<file path="config.mk">
export PLATFORM = sky130hd
export DESIGN_NAME = memory_initiator
export DESIGN_NICKNAME = d
export VERILOG_FILES = /design/src/rtl/memory_initiator_pkg.sv /design/src/rtl/memory_initiator_stream_reg.sv /design/src/rtl/memory_initiator.sv
export SDC_FILE = /design/constraint.sdc
export NUM_CORES = 1
export LEC_CHECK = 0
export CORE_MARGIN = 2
export CORE_UTILIZATION = 44
export CTS_CLUSTER_DIAMETER = 80
export CTS_CLUSTER_SIZE = 8
export DETAILED_ROUTE_END_ITERATION = 10
export PLACE_DENSITY_LB_ADDON = 0.15
export SLEW_MARGIN = 20
export SYNTH_ARGS = -nofsm -noshare
export SYNTH_HDL_FRONTEND = slang
export SYNTH_HIERARCHICAL = 1
export SYNTH_SLANG_ARGS = --single-unit
export TNS_END_PERCENT = 5
</file>
<file path="constraint.sdc">
create_clock -name clk -period 2.7 [get_ports clk]
set_input_delay 0.405 -clock clk [delete_from_list [all_inputs] [get_ports clk]]
set_output_delay 0.405 -clock clk [all_outputs]
set_load 0.05 [all_outputs]
</file>
<file path="src/rtl/memory_initiator_pkg.sv">
// Shared definitions for the memory_initiator burst sequencer.
// Command direction encoding is common to every block that builds burst commands.
package memory_initiator_pkg;

    localparam logic CMD_READ  = 1'b0;
    localparam logic CMD_WRITE = 1'b1;

endpackage

</file>
<file path="src/rtl/memory_initiator_stream_reg.sv">
// One-deep registered stb/rdy slice; accepts a new word whenever empty or being drained.
module stream_reg #(
    parameter int WIDTH = 16
) (
    input  logic             clk,
    input  logic             rst_n,
    input  logic             i_s_stb,
    input  logic [WIDTH-1:0] i_s_dat,
    output logic             o_s_rdy,
    output logic             o_m_stb,
    output logic [WIDTH-1:0] o_m_dat,
    input  logic             i_m_rdy
);

    logic             r_stb;
    logic [WIDTH-1:0] r_dat;

    assign o_s_rdy = ~r_stb | i_m_rdy;
    assign o_m_stb = r_stb;
    assign o_m_dat = r_dat;

    always_ff @(posedge clk or negedge rst_n) begin
        if (!rst_n) begin
            r_stb <= 1'b0;
            r_dat <= '0;
        end else if (i_s_stb && o_s_rdy) begin
            r_stb <= 1'b1;
            r_dat <= i_s_dat;
        end else if (i_m_rdy) begin
            r_stb <= 1'b0;
        end
    end

endmodule

</file>
<file path="src/rtl/memory_initiator.sv">
// Burst sequencer: drains a stream into consecutive memory words, or fetches
// consecutive words onto a stream, one burst command at a time.
module memory_initiator
    import memory_initiator_pkg::*;
#(
    parameter  int WIDTH = 16,
    parameter  int DEPTH = 256,
    localparam int AW    = $clog2(DEPTH)
) (
    input  logic             clk,
    input  logic             rst_n,
    input  logic             cmd_stb,
    input  logic             cmd_we,
    input  logic [AW-1:0]    cmd_adr,
    input  logic [AW-1:0]    cmd_len,
    output logic             cmd_rdy,
    input  logic             s_stb,
    input  logic [WIDTH-1:0] s_dat,
    output logic             s_rdy,
    output logic             m_stb,
    output logic [WIDTH-1:0] m_dat,
    input  logic             m_rdy,
    output logic             aw_stb,
    output logic [AW-1:0]    aw_dat,
    input  logic             aw_rdy,
    output logic             w_stb,
    output logic [WIDTH-1:0] w_dat,
    input  logic             w_rdy,
    output logic             ar_stb,
    output logic [AW-1:0]    ar_dat,
    input  logic             ar_rdy,
    input  logic             r_stb,
    input  logic [WIDTH-1:0] r_dat,
    output logic             r_rdy,
    output logic             busy,
    output logic             done
);

    typedef enum logic [1:0] {
        S_IDLE  = 2'd0,
        S_WRITE = 2'd1,
        S_READ  = 2'd2,
        S_DONE  = 2'd3
    } state_t;

    state_t        r_state;
    logic [AW-1:0] r_adr;
    logic [AW-1:0] r_rem;
    logic [AW-1:0] r_rcv;
    logic          r_ar_stb;
    logic          r_busy;
    logic          r_done;

    logic w_in_write;
    logic w_wr_hs;
    logic w_ar_hs;
    logic w_m_hs;

    // Explicit wrap keeps bursts correct for non-power-of-two depths.
    function automatic logic [AW-1:0] adr_inc(input logic [AW-1:0] a);
        if (a == AW'(DEPTH - 1)) begin
            return '0;
        end
        return a + 1'b1;
    endfunction

    assign w_in_write = (r_state == S_WRITE);
    assign cmd_rdy    = (r_state == S_IDLE);

    assign aw_stb = w_in_write & s_stb;
    assign w_stb  = w_in_write & s_stb;
    assign aw_dat = r_adr;
    assign w_dat  = s_dat;
    assign s_rdy  = w_in_write & aw_rdy & w_rdy;

    assign ar_stb = r_ar_stb;
    assign ar_dat = r_adr;

    assign w_wr_hs = s_stb & s_rdy;
    assign w_ar_hs = r_ar_stb & ar_rdy;
    assign w_m_hs  = m_stb & m_rdy;

    assign busy = r_busy;
    assign done = r_done;

    stream_reg #(
        .WIDTH (WIDTH)
    ) u_m_slice (
        .clk     (clk),
        .rst_n   (rst_n),
        .i_s_stb (r_stb),
        .i_s_dat (r_dat),
        .o_s_rdy (r_rdy),
        .o_m_stb (m_stb),
        .o_m_dat (m_dat),
        .i_m_rdy (m_rdy)
    );

    // Issue (r_rem) and completion (r_rcv) are counted separately on reads so
    // the burst only ends once the last word has left the output slice.
    always_ff @(posedge clk or negedge rst_n) begin
        if (!rst_n) begin
            r_state  <= S_IDLE;
            r_adr    <= '0;
            r_rem    <= '0;
            r_rcv    <= '0;
            r_ar_stb <= 1'b0;
            r_busy   <= 1'b0;
            r_done   <= 1'b0;
        end else begin
            r_done <= 1'b0;
            case (r_state)
                S_IDLE: begin
                    if (cmd_stb) begin
                        r_adr    <= cmd_adr;
                        r_rem    <= cmd_len;
                        r_rcv    <= cmd_len;
                        r_busy   <= 1'b1;
                        r_ar_stb <= (cmd_we == CMD_READ);
                        r_state  <= (cmd_we == CMD_WRITE) ? S_WRITE : S_READ;
                    end
                end
                S_WRITE: begin
                    if (w_wr_hs) begin
                        r_adr <= adr_inc(r_adr);
                        if (r_rem == '0) begin
                            r_state <= S_DONE;
                            r_busy  <= 1'b0;
                            r_done  <= 1'b1;
                        end else begin
                            r_rem <= r_rem - 1'b1;
                        end
                    end
                end
                S_READ: begin
                    if (w_ar_hs) begin
                        r_adr <= adr_inc(r_adr);
                        if (r_rem == '0) begin
                            r_ar_stb <= 1'b0;
                        end else begin
                            r_rem <= r_rem - 1'b1;
                        end
                    end
                    if (w_m_hs) begin
                        if (r_rcv == '0) begin
                            r_state <= S_DONE;
                            r_busy  <= 1'b0;
                            r_done  <= 1'b1;
                        end else begin
                            r_rcv <= r_rcv - 1'b1;
                        end
                    end
                end
                S_DONE: begin
                    r_state <= S_IDLE;
                end
                default: begin
                    r_state <= S_IDLE;
                end
            endcase
        end
    end

endmodule

</file>
* Word level (Yosys, flattened, before mapping)
Index checks and enable logic that the tools add are counted.
** Cells by class
- Muxes and demuxes :: 43
- Divide/modulo/power cells :: 0
- Shift operators :: 0
- Magnitude comparators :: 0
- Eq/ne operators :: 12
- Reduce and logical (&&, ||, !) cells :: 12
- Multiply operators :: 0
- Bitwise gates (word level) :: 9
- $add $sub $neg :: 3
** Operator list (number)
- 8-bit two-way mux :: 12
- 8-bit one-hot mux with 3 select lines :: 2
- 1-bit two-way mux :: 18
- 8-bit zero test :: 2
- 8-bit one-hot mux with 2 select lines :: 1
- 8-bit by 1-bit subtractor with 8-bit output, second input constant :: 2
- 2-bit two-way mux :: 6
- 2-bit != test, second input constant :: 6
- 4-bit AND reduction :: 3
- 8-bit by 1-bit adder with 8-bit output, second input constant :: 1
- 8-bit equality test, second input constant :: 1
- 2-bit one-hot mux with 4 select lines :: 1
- 1-bit AND :: 6
- 6-bit AND reduction :: 1
- 5-bit AND reduction :: 1
- 2-bit equality test, second input constant :: 2
- 2-bit by 1-bit != test with 1-bit output, second input constant :: 2
- 1-bit one-hot mux with 2 select lines :: 2
- 2-bit nonzero test :: 2
- 1-bit one-hot mux with 3 select lines :: 1
- 3-bit nonzero test :: 1
- 2-bit by 1-bit equality test with 1-bit output, second input constant :: 1
- 2-bit zero test :: 1
- 1-bit NOT :: 2
- other kinds (2) :: 2
** Word-level totals
- Bits of input ports :: 58
- Bits in read-only memories :: 0
- RAM bits :: 0
- Output and inout port bits :: 57
- Memories kept :: 0
- Flip-flop bits (word level) :: 46
- Bits in latches :: 0

* Logic depth before layout (Yosys ltp)
Gate-level depths: netlist of the first run.
- Depth in word-level cells :: 9
- Gate-level depth with buffers :: 10
- Gate-level depth less buffers :: 6

* Hierarchy
The synthesis of the first run kept the hierarchy.
** By module, submodules not included
- memory_initiator :: seq. area each 725.7 µm², cells each 268, area each 2288.4 µm², instances 1
- stream_reg :: seq. area each 425.4 µm², cells each 37, area each 695.7 µm², instances 1

* Least setup slack after synthesis of the first run
Ideal clock, no wire load.
- Path kind :: reg-to-reg
- Start point :: reg r_state[0]
- End point :: reg r_rem[4]
- Data arrival time :: 2.172 ns
- Required time :: 2.574 ns
- Period minus slack after synthesis :: 2.298 ns
- Path buffers :: 3
- Path slack :: 0.402 ns
- Library setup time :: 0.126 ns
- Cell stages (with the launch flop) :: 10
- Cell sequence :: dfrtp_1 > inv_1 > ha_1 > clkbuf_1 > nand2b_1 > buf_2 > o2111ai_1 > clkbuf_1 > o31ai_1 > a221o_1
** On the way
- Elaborated cells on any way between the ends :: 12
- Those cells by class :: eq/ne (5); mux (1); bitwise (3); reduce/logical (3)
** RTL lines
- from (decl) :: line memory_initiator.sv:46 : state_t r_state;
- from (signal assigned) :: line memory_initiator.sv:120 : r_state <= (cmd_we == CMD_WRITE) ? S_WRITE : S_READ;
- 2-bit zero test *
- via cmd_rdy :: line memory_initiator.sv:16 : output logic cmd_rdy,
- 2-bit != test (no source line) / 3-bit nonzero test (equally long branches)
- 4-bit AND reduction (no source line)
- to (signal assigned) :: line memory_initiator.sv:116 : r_rem <= cmd_len;
- to (signal assigned) :: line memory_initiator.sv:131 : r_rem <= r_rem - 1'b1;
- to (signal assigned) :: line memory_initiator.sv:141 : r_rem <= r_rem - 1'b1;
- to (decl) :: line memory_initiator.sv:48 : logic [AW-1:0] r_rem;
The timed path passes the listed nets; every way through them passes the cells marked *.
A chain may end at the register's enable or synchronous reset.

* Worst setup path in the final report of the first run
- Start point :: reg r_state[1]
- End point :: out s_rdy
** On the way
- Word-level cells in the longest chain between the ends :: 3
** Ends and longest elaborated chain
- 2-bit by 1-bit equality test with 1-bit output :: line memory_initiator.sv:67 : assign w_in_write = (r_state == S_WRITE);
- 1-bit AND (2 in a row) :: line memory_initiator.sv:74 : assign s_rdy = w_in_write & aw_rdy & w_rdy;
- to (decl) :: line memory_initiator.sv:19 : output logic s_rdy,
Every way passes these cells.

==> results of run 1 <==
[synthesized netlist by cell type (all sizes together), types with 7 or more instances]
cell type,instances
a21oi,11
mux2,18
nor3,9
o21ai,16
mux2i,7
a31oi,8
inv,14
nand2,16
nor2,13
buf,31
dfrtp,46
nand3,9
clkbuf,10
ha,8
[cell type report]
| class | instances | area [sq um] | area share, % |
|---|---|---|---|
| multi-input combinational | 204 | 1500 | 39.8 |
| sequential | 46 | 1150 | 30.4 |
| timing repair buffer | 91 | 883 | 23.4 |
| tap | 80 | 100 | 2.65 |
| clock buffer | 5 | 68.8 | 1.82 |
| inverter | 14 | 52.6 | 1.39 |
| clock inverter | 3 | 21.3 | 0.563 |
[cells by family (layout without fill, tap and decap cells)]
logic type               Yosys count  in the layout  share of synthesized area (%)
AO/OA/AOI/OAI                     83             83                           20.0
adder cells (fa/ha/maj)            8              8                           3.35
flip-flops                        46             46                           38.6
AND/OR/NAND/NOR                   88             88                           16.6
buffers and inverters             55            113                           11.0
multiplexers                      25             25                           10.4
[state kept, by name, indices dropped and copies added, names as in the netlist]
name and count:
ar_dat 8, busy 1, r_state 2, ar_stb 1, r_rem 8, done 1, u_m_slice/o_m_dat 16, u_m_slice/o_m_stb 1
r_rcv 8
[per-layer routing]
layer  part of all wire (%)  up-vias
met5                      0        -
met3                    5.0        9
li1                       -     1230
met4                    1.2        0
met2                     46       81
met1                     48     1207
[through the flow]
stage          utilization (%)  std cells
2_1_floorplan                -        305
3_3_place_gp              55.2        435
3_5_place_dp              55.2        435
4_1_cts                   56.6        443
5_1_grt                   56.6        443
6_report                  56.6        443
[final timing paths]
path	endpoint	slack [ps]	cells after the start
worst min-delay path	done	30	1
worst min register to register	busy	510	1
min in group clk	busy	510	1
max in group asynchronous	r_rem[2]	1920	2
worst max-delay path	s_rdy	240	4
worst max register to register	r_rcv[7]	620	6
[report_power, final]
group	internal, mW	switching [mW]	leakage [nW]
registers	0.949	0.320	0.538
logic	1.14	1.78	0.990
clock network	0.183	0.262	0.0441
total	2.27	2.36	1.57
==> results.md, run 1 <==
- Core area: around 6700 sq um
- EDFF count, synth: 0
- Worst setup EP type: output port
- Worst-margin pin slew: ~740 ps
- Total wire length: 7130 um
- Gr usage total: 19.6%
- CTS Buf Count: 5
- Global-route met2 utilization: a little under a third
- Worst skew pair latency: 310 ps
- Maximum vdd drop: approximately 700 uV
- Final Wtd Congestion: between 0.7 and 0.8
- H-tree levels: 2
- Clock Sinks: 46
- PostCTS Resize Cnt: 0
- DRT Pass-1 Iters: 4
- CP bufs+invs: 2
- Pwr/cell area: 1220 nW/um^2
- CTS root buffer: clkbuf_8
- Share of the synthesized area in the top cell type: 38.6%
- Area leader, netlist: dfrtp_1
- Crit path DAT: 2050 ps
- Status: finished clean
- Largest net degree at the start of global routing: 30
- Worst-path clk slew: 90 ps
- Min-Delay Path Class: in2async
- Worst Path Max Fanout: 4
- Yosys reg bits: 46
- Num ports: 115
- Tot Pwr: 4.63 mW
- Fillcell total: 606
- DRC Markers: 0
- Library cells used by synthesis: 61
- Met1 Use GR: 27.6%
- Syn-to-layout area delta: 26.7%
- CTS tree: built
- Drt wl/cell: 16.1 um
- Grt total ovfl: 0
- Design area: ~3800 sq um
- Initial Util: 44.7%
- Initial antenna violation count: 0
- DRC violation total after the first TritonRoute iteration: 147
- Vias: 2527
- Worst-path cell chain: inv_1, ha_1, and3_1, clkdlybuf4s50_1
- Sequential area share after synthesis: 38.6%
- Worst r2r src: r_rcv[0]
- Global-route met3 utilization: 4.00%
- Post-layout minimum cycle time: about 2500 ps
- Most frequent cells in the layout: clkdlybuf4s50_1, dfrtp_1, nand2_1, o21ai_0, inv_1
- Final nets: approximately 430
- Commonest non-fill, non-tap cell in the layout: clkdlybuf4s50_1
- Clock skew: between 6 and 7 ps
- Syn_area_per_cell: 9.78 sq um
- Req. time, crit path: between 2000 and 2500 ps
- Post-Syn Area: 2980 sq um
- Input/output buffers: 82
- Post-DP HPWL: between 5000 and 6000 um
- Setup Buffers After CTS: 0
- Vias in the first global route: 2370
- Pre-CTS WS: 415 ps
- Fmax achieved: between 400 and 500 MHz
- Final Hold Viols: 0
- Ys async rst share: between 90% and 100%
- Final Cycle Share: just over 90%
- Delay of the slowest critical-path stage: 800 ps
- Global-route wire length before repair: roughly 12000 um
- Gate Count Post-Synth: 305
- Top Usage Layer GRT: met2
- Delay-heaviest family, CP: buffers and inverters
- Net Count, Synth: 371
- DIE HEIGHT: roughly 86 um
- Ys Warns: 6
- Max-Cap Viols: 0
- Placed cell area: 3690 sq um
- CP Launch Type: flop
- Setup Crit Path Kind: reg2out
- Vias/cell: about 5.7
- CTS Buffer Depth: 2
- CTS Hold Bufs: 0
- Row count: 30
- Detail Route Antenna Nets: 0
- Sum Neg Setup Slack: 0 ps
- Synth top area cells: dfrtp_1, buf_4, mux2_4
- Layout cells sized above 1: 12.9%
- Min Hold Slack: between 30 and 40 ps
- Final setup margin: 243 ps
- Primary FF master, synth: dfrtp_1
- Slew Viols, Final: 0
- Slowest CP cell: clkdlybuf4s50_1
- Die Wd: 86.4 um
- Ant. Diodes: 0
- Final setup viols: 0
- Leakage: between 1.5 and 2 nW
- Relative slew slack: 50.1%
- Full die area: 7460 sq um
- CP startpoint: r_state[1]
- RSZ-0062 raised after global routing: false
Power figures use the tool's default switching activity.
==> run 2, diff against run 1 <==
--- a/config.mk
+++ b/config.mk
@@ -5,7 +5,7 @@
 export SDC_FILE = /design/constraint.sdc
 export NUM_CORES = 1
 export LEC_CHECK = 0
-export CORE_MARGIN = 2
+export CORE_ASPECT_RATIO = 0.75
 export CORE_UTILIZATION = 44
 export CTS_CLUSTER_DIAMETER = 80
 export CTS_CLUSTER_SIZE = 8
==> run 2 against run 1 <==
Compared with the run above:
- non-clock buffer count grew 1
- clock skew grew 1.1 ps
- highest routed layer unchanged
- count of clock-buffer cells in the layout grew 1
- worst hold slack gained 420 ps
==> results.md, run 2 (synthesized netlist as in run 1, its figures left out) <==
- Clock Sinks: 46 (unchanged)
- Req. time, crit path: 2300 ps (about the same)
- Switch Pwr: 2.34 mW (-1.1%)
- Maximum vdd drop: 645 uV (-8.5%)
- Sum Neg Setup Slack: 0 ps (unchanged)
- Max reg flops: 16 (unchanged)
- Largest net degree at the start of global routing: 25 (-17%)
- H-tree levels: 2 (unchanged)
- CTS Hold Bufs: 1 (+1)
- CTS tree: built
- Syn-to-layout area delta: 27.0%
- Worst skew pair latency: 300 ps (about the same)
- Logic pwr share: 63.4% (+0.4 points)
- Final Hold Viols: 0 (unchanged)
- Post-layout util: 59.1% (+2.5 points)
- P_int: 2.27 mW (about the same)
- Row count: 25 (-17%)
- Fmax achieved: 399 MHz (-1.9%)
- RSZ-0062 raised after global routing: false
- Detail Route Antenna Nets: 0 (unchanged)
- Multi-input logic area: 1500 sq um (unchanged)
- Setup Crit Path Kind: reg2out
- DRC Markers: 0 (unchanged)
- Leakage: 1.58 nW (+0.30%)
- Final Cycle Share: 92.8% (+1.8 points)
- Layout cells sized above 1: 12.6% (-0.31 points)
- Clock power frac: 9.1% (-0.5 points)
- Full die area: 7120 sq um (-4.5%)
- Fillcell total: 564 (-6.9%)
- Input/output buffers: 82 (unchanged)
- Global-route wire length before repair: 11900 um (+1.8%)
- Post-DP HPWL: 5340 um (+3.8%)
- Max-Cap Viols: 0 (unchanged)
- Post-layout minimum cycle time: 2510 ps (+47.8 ps)
- Grt total ovfl: 0 (unchanged)
- DRT Pass-1 Iters: 5 (+1)
- Setup Buffers After CTS: 0 (unchanged)
- CP Launch Type: flop
- Final Wtd Congestion: 0.834 (+7.5%)
- Slew Viols, Final: 0 (unchanged)
- Vias in the first global route: 2342 (-1.2%)
- Ant. Diodes: 0 (unchanged)
- Min-Delay Path Class: in2async
- Total wire length: 7210 um (+1.2%)
- PostCTS Resize Cnt: 0 (unchanged)
- Drt wl/cell: 16.2 um (+0.75%)
- Initial Util: 46.5% (+1.9 points)
- Initial antenna violation count: 0 (unchanged)
- Vias: 2491 (-1.4%)
- Status: finished clean
- Worst r2r src: r_state[1]
- Reg area: 1150 sq um (unchanged)
- Pwr/cell area: 1220 nW/um^2 (-0.77%)
- Clock skew: 7.48 ps (+1.11 ps)
- Final setup viols: 0 (unchanged)
- Crit path DAT: 2100 ps (+50 ps)
- Relative slew slack: 48.6% (-1.5 points)
- Worst Path Max Fanout: 9 (+5)
- Setup slack, reg-to-reg: 490 ps (-130 ps)
- CTS root buffer: clkbuf_8
- DRC violation total after the first TritonRoute iteration: 181 (+23%)
- Most frequent cells in the layout: clkdlybuf4s50_1, dfrtp_1, nand2_1, o21ai_0, inv_1
- DIE HEIGHT: 73.3 um (-15%)
- Proportion of power drawn by flip-flops and latches: 27.5% (about the same)
- Final nets: 429 (+0.23%)
- Worst-margin pin slew: 765 ps (+22.6 ps)
- Critical R2R Capture: r_rem[2]
- R2R cell count: 8 (+2)
- Core area: 6410 sq um (-4.0%)
- Die Wd: 97.1 um (+12%)
- Switching Share: 50.8% (-0.28 points)
- CTS Buf Count: 5 (unchanged)
- CTS Buffer Depth: 2 (unchanged)
- Gr usage total: 21.2% (+1.6 points)
- Worst-path clk slew: 90 ps (about the same)
- Vias/cell: 5.60 (-1.9%)
- Commonest non-fill, non-tap cell in the layout: clkdlybuf4s50_1
- Num ports: 115 (unchanged)
- Worst setup EP type: output port
run 2: cell count changes in the layout (fill, tap and decap cells not counted):
cell / change
dlygate4sd3_1: +1
clkinvlp_4: -1
clkbuf_1: +1
run 2: power by group through the flow:
stage | Clock [mW] | Combinational [mW] | Sequential, mW
2_1_floorplan | 0 | 1.94 | 1.57
3_3_place_gp | 0 | 2.89 | 1.26
3_5_place_dp | 0 | 2.92 | 1.27
4_1_cts | 0.436 | 2.92 | 1.26
5_1_grt | 0.468 | 3.18 | 1.31
6_report | 0.419 | 2.92 | 1.26
run 2: worst max-delay path, stage by stage (launching register included):
cell	delay, ps
dfrtp_1	410
inv_1	110
ha_1	400
clkdlybuf4s50_1	880
run 2: worst max-delay path by stage:
| stage | to | slack (ps) | from |
|---|---|---|---|
| finish | cmd_rdy | 190 | r_state[1] |
| global route | cmd_rdy | 110 | r_state[0] |
| CTS | cmd_rdy | 210 | r_state[0] |
| detailed placement | s_rdy | 430 | aw_rdy |
| global placement | s_rdy | 450 | aw_rdy |
| floorplan | r_rem[4] | 400 | r_state[0] |
run 2: area by class of cell:
cell class	instances	area share (%)
Clock buffer	6	1.92
Clock inverter	2	0.363
Inverter	14	1.39
Multi-Input combinational cell	204	39.7
Sequential cell	46	30.4
Tap cell	81	2.68
Timing Repair Buffer	92	23.6
run 2: stage by stage:
step	power [mW]	setup WS, ps	cells	hold slack, ps	instance area, sq um
6_report	4.60	195	445	457	3790
5_1_grt	4.96	110	445	462	3790
4_1_cts	4.62	210	445	444	3790
3_5_place_dp	4.19	431	436	229	3690
3_3_place_gp	4.15	453	436	228	3690
2_1_floorplan	3.51	402	305	109	2980
run 2: routing by layer:
metal / track usage (%) / vias up / part of all wire, %
met1: 32.2 / 1178 / 51
met3: 4.66 / 13 / 6.0
met2: 30.2 / 76 / 42
met4: 5.97 / 0 / 1.2
li1: - / 1224 / -
met5: 0 / - / 0
==> run 3, diff against run 2 <==
--- a/config.mk
+++ b/config.mk
@@ -6,11 +6,13 @@
 export NUM_CORES = 1
 export LEC_CHECK = 0
 export CORE_ASPECT_RATIO = 0.75
-export CORE_UTILIZATION = 44
+export CORE_MARGIN = 3
+export CORE_UTILIZATION = 40
 export CTS_CLUSTER_DIAMETER = 80
 export CTS_CLUSTER_SIZE = 8
 export DETAILED_ROUTE_END_ITERATION = 10
 export PLACE_DENSITY_LB_ADDON = 0.15
+export RECOVER_POWER = 25
 export SLEW_MARGIN = 20
 export SYNTH_ARGS = -nofsm -noshare
 export SYNTH_HDL_FRONTEND = slang
==> run 3 against run 2 <==
Compared with the run above:
- critical endpoint is now s_rdy
- clock power rose by 6.0%
- largest power group unchanged
- cell count rose by 3.1%
- sequential power barely moved
- register-to-register slack improved by 50 ps
- critical path type unchanged
==> results.md, run 3 (synthesized netlist as in run 1, its figures left out) <==
- Relative slew slack: 38.2% (-10 points)
- CP startpoint: r_state[1]
- Vias in the first global route: 2248 (-4.0%)
- CTS Hold Bufs: 0 (-1)
- Drt wl/cell: 15.9 um (-1.9%)
- Fmax achieved: 411 MHz (+2.9%)
- DRC Markers: 0 (unchanged)
- Max reg flops: 16 (unchanged)
- Setup slack, reg-to-reg: 540 ps (+50 ps)
- Syn-to-layout area delta: 26.9% (about the same)
- Full die area: 8540 sq um (+20%)
- CTS Buffer Depth: 2 (unchanged)
- Leakage: 1.56 nW (-0.87%)
- Initial Util: 42.5% (-4.1 points)
- Layout cells sized above 1: 11.9% (-0.73 points)
- Die Wd: 106 um (+8.9%)
- DIE HEIGHT: 80.8 um (+10%)
- Inst Count DP: 451 (+3.4%)
- Detail Route Antenna Nets: 0 (unchanged)
- Worst Setup EP: s_rdy
- Worst-margin pin slew: 928 ps (+163 ps)
- Max-Cap Viols: 0 (unchanged)
- Ant. Diodes: 0 (unchanged)
- Post-layout minimum cycle time: 2440 ps (-69.7 ps)
- Num ports: 115 (unchanged)
- Worst skew pair latency: 300 ps (about the same)
- H-tree levels: 2 (unchanged)
- Min-Delay Path Class: in2async
- Commonest non-fill, non-tap cell in the layout: clkdlybuf4s50_1
- Worst r2r src: r_state[0]
- R2R cell count: 6 (-2)
- Worst-path cell chain: inv_1, ha_1, and3_1, clkdlybuf4s50_1
- Req. time, crit path: 2300 ps (about the same)
- Crit path DAT: 2030 ps (-70 ps)
- Final Hold Viols: 0 (unchanged)
- Sum Neg Setup Slack: 0 ps (unchanged)
- Maximum vdd drop: 529 uV (-18%)
- Worst-path clk slew: 90 ps (about the same)
- Critical R2R Capture: ar_dat[5]
- Slowest CP cell: clkdlybuf4s50_1
- Delay of the slowest critical-path stage: 800 ps (-80 ps)
- Status: finished clean
- Total wire length: 7290 um (+1.2%)
- Gr usage total: 17.1% (-4.1 points)
- Vias/cell: 5.47 (-2.3%)
- Largest net degree at the start of global routing: 30 (+20%)
- Delay-heaviest family, CP: buffers and inverters
- DRC violation total after the first TritonRoute iteration: 206 (+14%)
- WP depth: 4 (+1)
- Slew Viols, Final: 0 (unchanged)
- CTS Buf Count: 5 (unchanged)
- DRT Pass-1 Iters: 5 (unchanged)
- Grt total ovfl: 0 (unchanged)
- Non-filler cells, final: 459 (+3.1%)
- Worst Path Max Fanout: 4 (-5)
- Final Cycle Share: 90.2% (-2.6 points)
- Post-DP HPWL: 5460 um (+2.1%)
- Worst setup EP type: output port
- Final nets: 426 (-0.70%)
- Setup Crit Path Kind: reg2out
- CP Launch Type: flop
- Pwr/cell area: 1230 nW/um^2 (+0.83%)
- Final setup viols: 0 (unchanged)
- CTS root buffer: clkbuf_8
- CTS tree: built
- PostCTS Resize Cnt: 0 (unchanged)
- Global-route wire length before repair: 11600 um (-2.7%)
- RSZ-0062 raised after global routing: false
- Core area: 7030 sq um (+9.6%)
- Setup Buffers After CTS: 0 (unchanged)
- Clock Sinks: 46 (unchanged)
- Clock skew: 3.62 ps (-3.86 ps)
- Input/output buffers: 82 (unchanged)
- Final Wtd Congestion: 0.870 (+4.3%)
- Initial antenna violation count: 0 (unchanged)
- Most frequent cells in the layout: clkdlybuf4s50_1, dfrtp_1, nand2_1, o21ai_0, inv_1
- Vias: 2510 (+0.76%)
- Row count: 26 (+4.0%)
- CP bufs+invs: 2 (unchanged)
## run 3: changes by cell type in the layout (fill, tap and decap cells not counted), sizes merged
cell,before,now
dlygate4sd3,1,0
clkbuf,6,9
buf,10,6
clkinv,2,1
## run 3: worst reg2reg max path: cells and delay by family (launching register included)
| kind | cells | cell delay [ps] |
|---|---|---|
| adder cells (fa/ha/maj) | 1 | 230 |
| AO/OA/AOI/OAI | 3 | 1070 |
| flip-flops | 1 | 380 |
| AND/OR/NAND/NOR | 1 | 280 |
| buffers and inverters | 1 | 90 |
## run 3: report_power, final
part           switching [mW]  total [mW]  internal (mW)  leakage (nW)
Clock                   0.237       0.444          0.207        0.0482
Combinational            1.81        2.94           1.13         0.977
Sequential              0.309        1.26          0.950         0.538
Total                    2.36        4.64           2.28          1.56
## run 3: worst min-delay path by stage
stage,end,slack (ps),depth (start not counted)
global route,u_m_slice/o_m_dat[5],290,1
floorplan,ar_dat[0],110,0
global placement,u_m_slice/o_m_dat[5],360,1
detailed placement,u_m_slice/o_m_dat[5],360,1
CTS,u_m_slice/o_m_dat[5],30,1
finish,u_m_slice/o_m_dat[5],210,1
## run 3: stage by stage
step / instance area [sq um] / hold WS [ps] / setup slack (ps) / utilization [%] / power (mW)
2_1_floorplan: 2980 / 109 / 402 / - / 3.51
3_3_place_gp: 3700 / 357 / 391 / 52.6 / 4.16
6_report: 3790 / 213 / 265 / 53.9 / 4.64
3_5_place_dp: 3700 / 356 / 264 / 52.6 / 4.20
4_1_cts: 3790 / 28.9 / 260 / 53.9 / 4.65
5_1_grt: 3790 / 287 / 196 / 53.9 / 4.99
## run 3: final cells by class
class	instances	area, sq um
timing repair buffer	89	865
inverter	14	52.6
sequential	46	1150
fill	659	3240
multi-input combinational	204	1500
tap	98	123
clock buffer	7	86.3
clock inverter	1	5.00
## run 3: routing by layer
layer  wire (um)  vias up  track usage (%)
met3         583       13             3.49
met1        3750     1176             27.7
met2        2880      104             22.5
met5           0        -                0
li1            -     1217                -
met4          74        0             4.66
